===== config.mk =====
export PLATFORM = sky130hd
export DESIGN_NAME = store_buffer
export DESIGN_NICKNAME = d
export VERILOG_FILES = /design/src/rtl/store_buffer_pkg.sv /design/src/rtl/store_fifo.sv /design/src/rtl/store_buffer.sv
export SDC_FILE = /design/constraint.sdc
export NUM_CORES = 1
export LEC_CHECK = 0
export ABC_CLOCK_PERIOD_IN_PS = 3800
export BUFFER_PORTS_ARGS = -buffer_cell sky130_fd_sc_hd__buf_2
export CORE_MARGIN = 2
export CORE_UTILIZATION = 54
export DETAILED_ROUTE_END_ITERATION = 7
export GPL_ROUTABILITY_DRIVEN = 1
export HOLD_SLACK_MARGIN = 0.1
export PLACE_DENSITY = 0.92
export SYNTH_ARGS = -nofsm -noshare
export SYNTH_HDL_FRONTEND = slang
export SYNTH_SLANG_ARGS = --single-unit

===== constraint.sdc =====
create_clock -name clock -period 3.8 [get_ports clock]
set_clock_uncertainty 0.2 [all_clocks]
set_input_delay 0.19 -clock clock [delete_from_list [all_inputs] [get_ports clock]]
set_output_delay 0.19 -clock clock [all_outputs]
set_load 0.02 [all_outputs]

===== src/rtl/store_buffer_pkg.sv =====
`default_nettype none
// ============================================================================
// Module      : store_buffer_pkg
// Description : Shared types and constants for the store buffer slice.
// Revision    : 1.0 - initial release
// ============================================================================
package store_buffer_pkg;

    localparam int STORE_DEPTH = 2;

    typedef enum logic [1:0] {
        SB = 2'd0,
        SH = 2'd1,
        SW = 2'd2
    } store_op_type;

    typedef struct packed {
        logic [31:0] addr;
        logic [31:0] wdata;
        logic [3:0]  strb;
    } store_entry_type;

endpackage
`default_nettype wire


===== src/rtl/store_fifo.sv =====
`default_nettype none
// ============================================================================
// Module      : store_fifo
// Description : Two-entry in-order FIFO of prepared store entries.
// Revision    : 1.0 - initial release
// ============================================================================
module store_fifo
    import store_buffer_pkg::*;
(
    input  logic            clk,
    input  logic            rst,
    input  logic            i_push,
    input  store_entry_type i_push_entry,
    input  logic            i_pop,
    output store_entry_type o_head,
    output logic            o_valid,
    output logic [1:0]      o_count
);

    store_entry_type r_entries [STORE_DEPTH];
    logic            r_wptr;
    logic            r_rptr;
    logic [1:0]      r_count;
    logic            r_valid;

    logic            w_push;
    logic            w_pop;
    logic [1:0]      w_count_next;

    assign w_push = i_push & (r_count != 2'(STORE_DEPTH));
    assign w_pop  = i_pop & r_valid;

    always_comb begin
        w_count_next = r_count;
        case ({w_push, w_pop})
            2'b10:   w_count_next = r_count + 2'd1;
            2'b01:   w_count_next = r_count - 2'd1;
            default: w_count_next = r_count;
        endcase
    end

    // Valid is kept as its own flop so the memory side sees a clean registered signal.
    always_ff @(posedge clk) begin
        if (rst) begin
            for (int i = 0; i < STORE_DEPTH; i++) begin
                r_entries[i] <= '0;
            end
            r_wptr  <= 1'b0;
            r_rptr  <= 1'b0;
            r_count <= 2'd0;
            r_valid <= 1'b0;
        end else begin
            if (w_push) begin
                r_entries[r_wptr] <= i_push_entry;
                r_wptr            <= ~r_wptr;
            end
            if (w_pop) begin
                r_rptr <= ~r_rptr;
            end
            r_count <= w_count_next;
            r_valid <= (w_count_next != 2'd0);
        end
    end

    assign o_head  = r_entries[r_rptr];
    assign o_valid = r_valid;
    assign o_count = r_count;

endmodule
`default_nettype wire


===== src/rtl/store_buffer.sv =====
`default_nettype none
// ============================================================================
// Module      : store_buffer
// Description : Aligns store requests, builds strobes/lane data, queues them.
// Revision    : 1.0 - initial release
// ============================================================================
module store_buffer
    import store_buffer_pkg::*;
(
    input  logic        clock,
    input  logic        reset,
    input  logic        st_valid,
    output logic        st_ready,
    input  logic [31:0] st_addr,
    input  logic [31:0] st_data,
    input  logic [1:0]  st_op,
    output logic        st_fault,
    output logic [31:0] st_fault_addr,
    output logic        mem_valid,
    input  logic        mem_ready,
    output logic [31:0] mem_addr,
    output logic [31:0] mem_wdata,
    output logic [3:0]  mem_strb,
    output logic        empty
);

    store_entry_type w_entry;
    store_entry_type w_head;
    logic            w_legal;
    logic            w_accept;
    logic            w_valid;
    logic [1:0]      w_count;
    logic [1:0]      w_lane;

    logic            r_fault;
    logic [31:0]     r_fault_addr;

    assign w_lane = st_addr[1:0];

    // Lane placement mirrors the load extractor's byte-enable convention.
    always_comb begin
        w_entry.addr  = {st_addr[31:2], 2'b00};
        w_entry.wdata = st_data;
        w_entry.strb  = 4'hF;
        w_legal       = 1'b0;
        case (st_op)
            SB: begin
                w_entry.strb  = 4'b0001 << w_lane;
                w_entry.wdata = {4{st_data[7:0]}};
                w_legal       = 1'b1;
            end
            SH: begin
                w_entry.strb  = 4'b0011 << w_lane;
                w_entry.wdata = {2{st_data[15:0]}};
                w_legal       = ~w_lane[0];
            end
            SW: begin
                w_entry.strb  = 4'hF;
                w_entry.wdata = st_data;
                w_legal       = (w_lane == 2'd0);
            end
            default: begin
                w_legal = 1'b0;
            end
        endcase
    end

    // No bypass: a full buffer refuses even when it drains in the same cycle.
    assign st_ready = ~reset & (w_count < 2'(STORE_DEPTH));
    assign w_accept = st_valid & st_ready;

    store_fifo u_fifo (
        .clk          (clock),
        .rst          (reset),
        .i_push       (w_accept & w_legal),
        .i_push_entry (w_entry),
        .i_pop        (mem_ready),
        .o_head       (w_head),
        .o_valid      (w_valid),
        .o_count      (w_count)
    );

    always_ff @(posedge clock) begin
        if (reset) begin
            r_fault      <= 1'b0;
            r_fault_addr <= 32'd0;
        end else begin
            r_fault <= w_accept & ~w_legal;
            if (w_accept & ~w_legal) begin
                r_fault_addr <= st_addr;
            end
        end
    end

    assign st_fault      = r_fault;
    assign st_fault_addr = r_fault_addr;
    assign mem_valid     = w_valid;
    assign mem_addr      = w_head.addr;
    assign mem_wdata     = w_head.wdata;
    assign mem_strb      = w_head.strb;
    assign empty         = (w_count == 2'd0);

endmodule
`default_nettype wire


### Yosys cells after proc, flatten, opt, wreduce, memory -nomap -nowiden

Memory sizes are Yosys's and may differ from the RTL's. A register that Yosys moved wholly into a read port is not among the register bits.
Index checks and enable logic that the tools add are counted.

| word-level totals | value |
|---|---|
| input bits | 70 |
| memories | 1 |
| flip-flop bits (word level) | 38 |
| RAM bits | 132 |
| output and inout port bits | 104 |

Memories:

| memory | words | bits a word | read ports | clocked after memory_dff | wr ports | RTL line | RTL |
|---|---|---|---|---|---|---|---|
| u_fifo.r_entries | 2 | 66 | 1 | 1 | 2 | store_fifo.sv:20 | `store_entry_type r_entries [STORE_DEPTH];` |

| operators by class | value |
|---|---|
| mux-type cells | 13 |
| magnitude comparators | 1 |
| shift-type cells | 2 |
| equal/unequal tests | 5 |
| add/sub/neg operators | 2 |
| reductions and logical operators | 5 |
| bitwise gates (word level) | 11 |

Operators by type and width:

| cell | number |
|---|---|
| 36-bit case mux with 2 select lines | 1 |
| 66-bit two-way mux | 1 |
| 66-bit OR reduction | 1 |
| 1-bit two-way mux | 9 |
| 1-bit AND | 6 |
| 2-bit logical NOT | 3 |
| 1-bit inverter | 5 |
| 2-bit by 1-bit equality test with 1-bit output, second input constant | 2 |
| 2-bit equality test, second input constant | 2 |
| 2-bit case mux with 2 select lines | 1 |
| 1-bit by 2-bit left shift with 4-bit output, first input constant | 1 |
| 2-bit by 2-bit left shift with 4-bit output, first input constant | 1 |
| 1-bit case mux with 3 select lines | 1 |
| 2-bit by 1-bit adder with 2-bit output, second input constant | 1 |
| 2-bit less-than comparator, second input constant | 1 |
| 2-bit != test, second input constant | 1 |
| 2-bit nonzero test | 1 |
| 2-bit by 1-bit subtractor with 2-bit output, second input constant | 1 |

### Logic depth before layout (Yosys ltp)

| logic depth | value |
|---|---|
| word-level depth | 10 |
| gate-level depth with buffers | 7 |
| mapped depth without buffers | 6 |

### Modules after synthesis

A second synthesis with hierarchy kept.

| unflattened totals | value |
|---|---|
| cells, all modules | 635 |
| area, all modules | 7951.4 um^2 |

By module, submodules not included:

| module | times used | seq. area each (um^2) | area an instance (um^2) | cells each |
|---|---|---|---|---|
| store_fifo | 1 | 4204.0 | 6217.2 | 468 |
| store_buffer | 1 | 660.6 | 1734.2 | 167 |

### Worst setup path after synthesis

OpenSTA, ideal clock, no wires.

| path | value |
|---|---|
| path type | reg-to-reg |
| start | register u_fifo.r_count[1] (netlist: u_fifo.o_count[1]) |
| end | memory u_fifo.r_entries[0][0] (netlist name) (enable) |
| cell stages (with the launch flop) | 5 |
| slack | 0.314 ns |
| path buffers | 1 |
| library setup time | 0.435 ns |
| period minus slack after synthesis | 3.486 ns |
| arrival time | 2.851 ns |
| cell sequence | dfxtp_1 -> or4b_4 -> or3_1 -> buf_6 -> nand2b_1 |

RTL lines:

| what | RTL line | RTL |
|---|---|---|
| start: declaration | store_fifo.sv:23 | `logic [1:0] r_count;` |
| start signal: assignment | store_fifo.sv:60 | `r_count <= w_count_next;` |
| end: declaration | store_fifo.sv:20 |  |

==> run metrics <==
outcome=completed; 1st-pass router iterations=4; post-CTS setup buffer count=0; DR iter-0 viols=332; initial core utilization=55.2%; fin cells=981; Die H=around 120 um; die area=approximately 15,000 um^2; crit-path cells=dlygate4sd3_1 -> buf_2 -> buf_4 -> nand4bb_1 -> or3_1 -> nand2b_4; Peak VDD IR=approximately 0.33 mV; clock tree sinks=roughly 170; Total Routing Usage GR=roughly 24%; Synth top area share=51.9%; Reg power frac=48.4%; Via Count=5,141; post-synthesis instance total=546; Buf/Inv on CP=3; Logic pwr share=14.8%; # H-tree levels=4; class of the most critical setup path=input port to register; Critical Path Source Type=input port; Worst Slack Setup Final=0.911 ns; Placer Congestion=0.768; filler cell count=859; Area contributors post-synth=edfxtp_1, mux2_2, dfxtp_1; final WL=roughly 18,000 um; WHS=0.278 ns; #FFs+latches synth=171; CP required=3.64 ns; Cells after DPL=870; ratio of cells with drive above 1 in the final layout=a little over two fifths; Pint=3.36 mW; Post-synth EDFFs=about 130; Synth async-reset ratio=0%; CP arrival=between 2 and 3 ns; P_sw=1.11 mW; clock transition at the registers of the reported paths=0.06 ns; Max-Cap Viols=0; I/O pin total=174; via density per instance=approximately 5.2; # rows=43; Synth area leader=edfxtp_1; PortBufs=171; layout overhead on the synthesized area=30.5%; CP max-delay cell=nand2b_4; Antenna Violating Nets Remaining=0; grt total ovfl=0; clock insertion delay at the later pin of the skew report=approximately 0.42 ns; fin nets=858; pin count of the biggest net entering global routing=67; Num CTS Buffers=17; vias in the first global route=roughly 5,500; CP delay by family, top=simple AND/OR/NAND/NOR gates; Rel. slew slack=32.4%; root buf cell=clkbuf_16; Max Root-Sink Buffers=2; first-pass GRT wire length=between 20,000 and 30,000 um; Post-Syn Area=7640 um^2; Final period util=76.0%; Clk pwr share=36.8%; final hold vios=0; Power Total=4.47 mW; Min-Delay Path Class=register to register; CTS tree=yes; crit-path max cell delay=0.71 ns; worst slew pin tran=1.01 ns; Synth Area per Inst=14.0 um^2; sequential area share after synthesis=between 60% and 70%; synth warn=0; drt drc=0; initial antenna violation count=1; final slew viol count=0; min cycle time layout=2.89 ns; Setup crit end kind=register; Sw Ratio=around a quarter; Final HPWL DP=around 11,000 um; drt wl/cell=18.4 um; main flop type after synthesis=edfxtp_1; core region area=13,800 um^2; Setup violations, final=0; Setup TNS=0 ns; crit-path max FO=66; Leak=4.22 nW; pwr/cell area=~450 nW/um^2; RSZ-0062 raised after global routing=false; Unique masters post-synth=35; f_max=0.346 GHz; die width=123 um; dpl ws=around 1.0 ns
[path summary, 6_finish.rpt]
| check | start | to | slack [ns] | cells past startpoint |
|---|---|---|---|---|
| worst min-delay path | st_fault_addr[0] | st_fault_addr[0] | 0.28 | 2 |
| worst min register to register | st_fault_addr[0] | st_fault_addr[0] | 0.28 | 2 |
| worst max-delay path | reset | u_fifo.r_entries[1][57] | 0.91 | 6 |
| worst max register to register | u_fifo.o_count[1] | u_fifo.r_entries[0][33] | 1.06 | 3 |
[layout by cell type, fill, tap and decap left out, drive strengths merged, types with 2 or more instances in the layout]
master       netlist  routed
a21oi              4       4
and2              77      77
buf               12     177
clkbuf            22      24
clkinv             0       3
conb               1       2
dfxtp             39      39
dlygate4sd3        0      78
edfxtp           132     132
inv                3       8
mux2             105     105
mux2i             25      25
nand2b             3       3
nor2              61      61
nor2b             34      34
nor3               6       6
o21a               3       3
o21ai              2       2
or3                4       4
xnor2              3       3
[power groups by stage]
stage	logic (mW)	registers, mW	clock network [mW]
finish	0.662	2.17	1.64
CTS	0.660	2.17	1.66
floorplan	0.365	2.22	0
detailed placement	0.588	2.20	0
global route	0.706	2.17	1.75
global placement	0.574	2.19	0
[layout make-up]
| type | count | area (um^2) | area share [%] |
|---|---|---|---|
| Sequential cell | 171 | 4750 | 47.6 |
| Multi-Input combinational cell | 339 | 2720 | 27.3 |
| Clock buffer | 24 | 512 | 5.13 |
| Timing Repair Buffer | 255 | 1690 | 17.0 |
| Tap cell | 180 | 225 | 2.26 |
| Inverter | 3 | 11.3 | 0.113 |
| Clock inverter | 8 | 55.1 | 0.552 |
| Antenna cell | 1 | 2.50 | 0.0251 |
[Yosys cell counts (4+ instances only)]
master	number
nor2b_1	34
nor2_4	10
edfxtp_1	132
a21oi_1	4
mux2_2	105
or3_1	4
mux2i_1	25
dfxtp_1	39
buf_6	5
nor2_1	50
and2_1	77
clkbuf_1	19
nor3_1	6
[what timing repair did]
item                                    CTS  global route
hold endpoints to repair                166             0
gates resized for setup                   0             0
hold buffers                             78             0
endpoints found under the setup margin    0             0
[metrics by stage]
step | instance area [um^2] | utilization [%]
global placement | 8620 | 62.3
finish | 9970 | 72.1
detailed placement | 8620 | 62.3
floorplan | 7640 | -
CTS | 9970 | 72.1
global route | 9970 | 72.1
[layer usage]
metal  GRT usage, %  share of wire [%]
met5              0                  0
met4           7.97                1.4
met3           7.66                7.1
met2           43.4                 53
met1           28.1                 39
[state kept, by name, indices dropped and copies added (netlist names), named ones only]
register,flops
st_fault,1
st_fault_addr,32
u_fifo.o_count,2
u_fifo.o_valid,1
u_fifo.r_entries,132
u_fifo.r_rptr,1
u_fifo.r_wptr,1
[logic make-up after synthesis]
kind of cell	count (synthesis)	share of synthesized area, %
flip-flops	171	62.1
buffers and inverters	37	2.72
adder cells (fa/ha/maj)	1	0.164
AND/OR/NAND/NOR	190	14.7
other	1	0.0491
XOR/XNOR	3	0.344
AO/OA/AOI/OAI	13	1.13
multiplexers	130	18.8
[tightest hold or removal path, cell delays in order, from the launching register on]
cell,delay (ns)
dfxtp_1,0.31
nand2b_1,0.06
mux2i_1,0.06
Note: power is estimated with default switching activity, not from simulation.
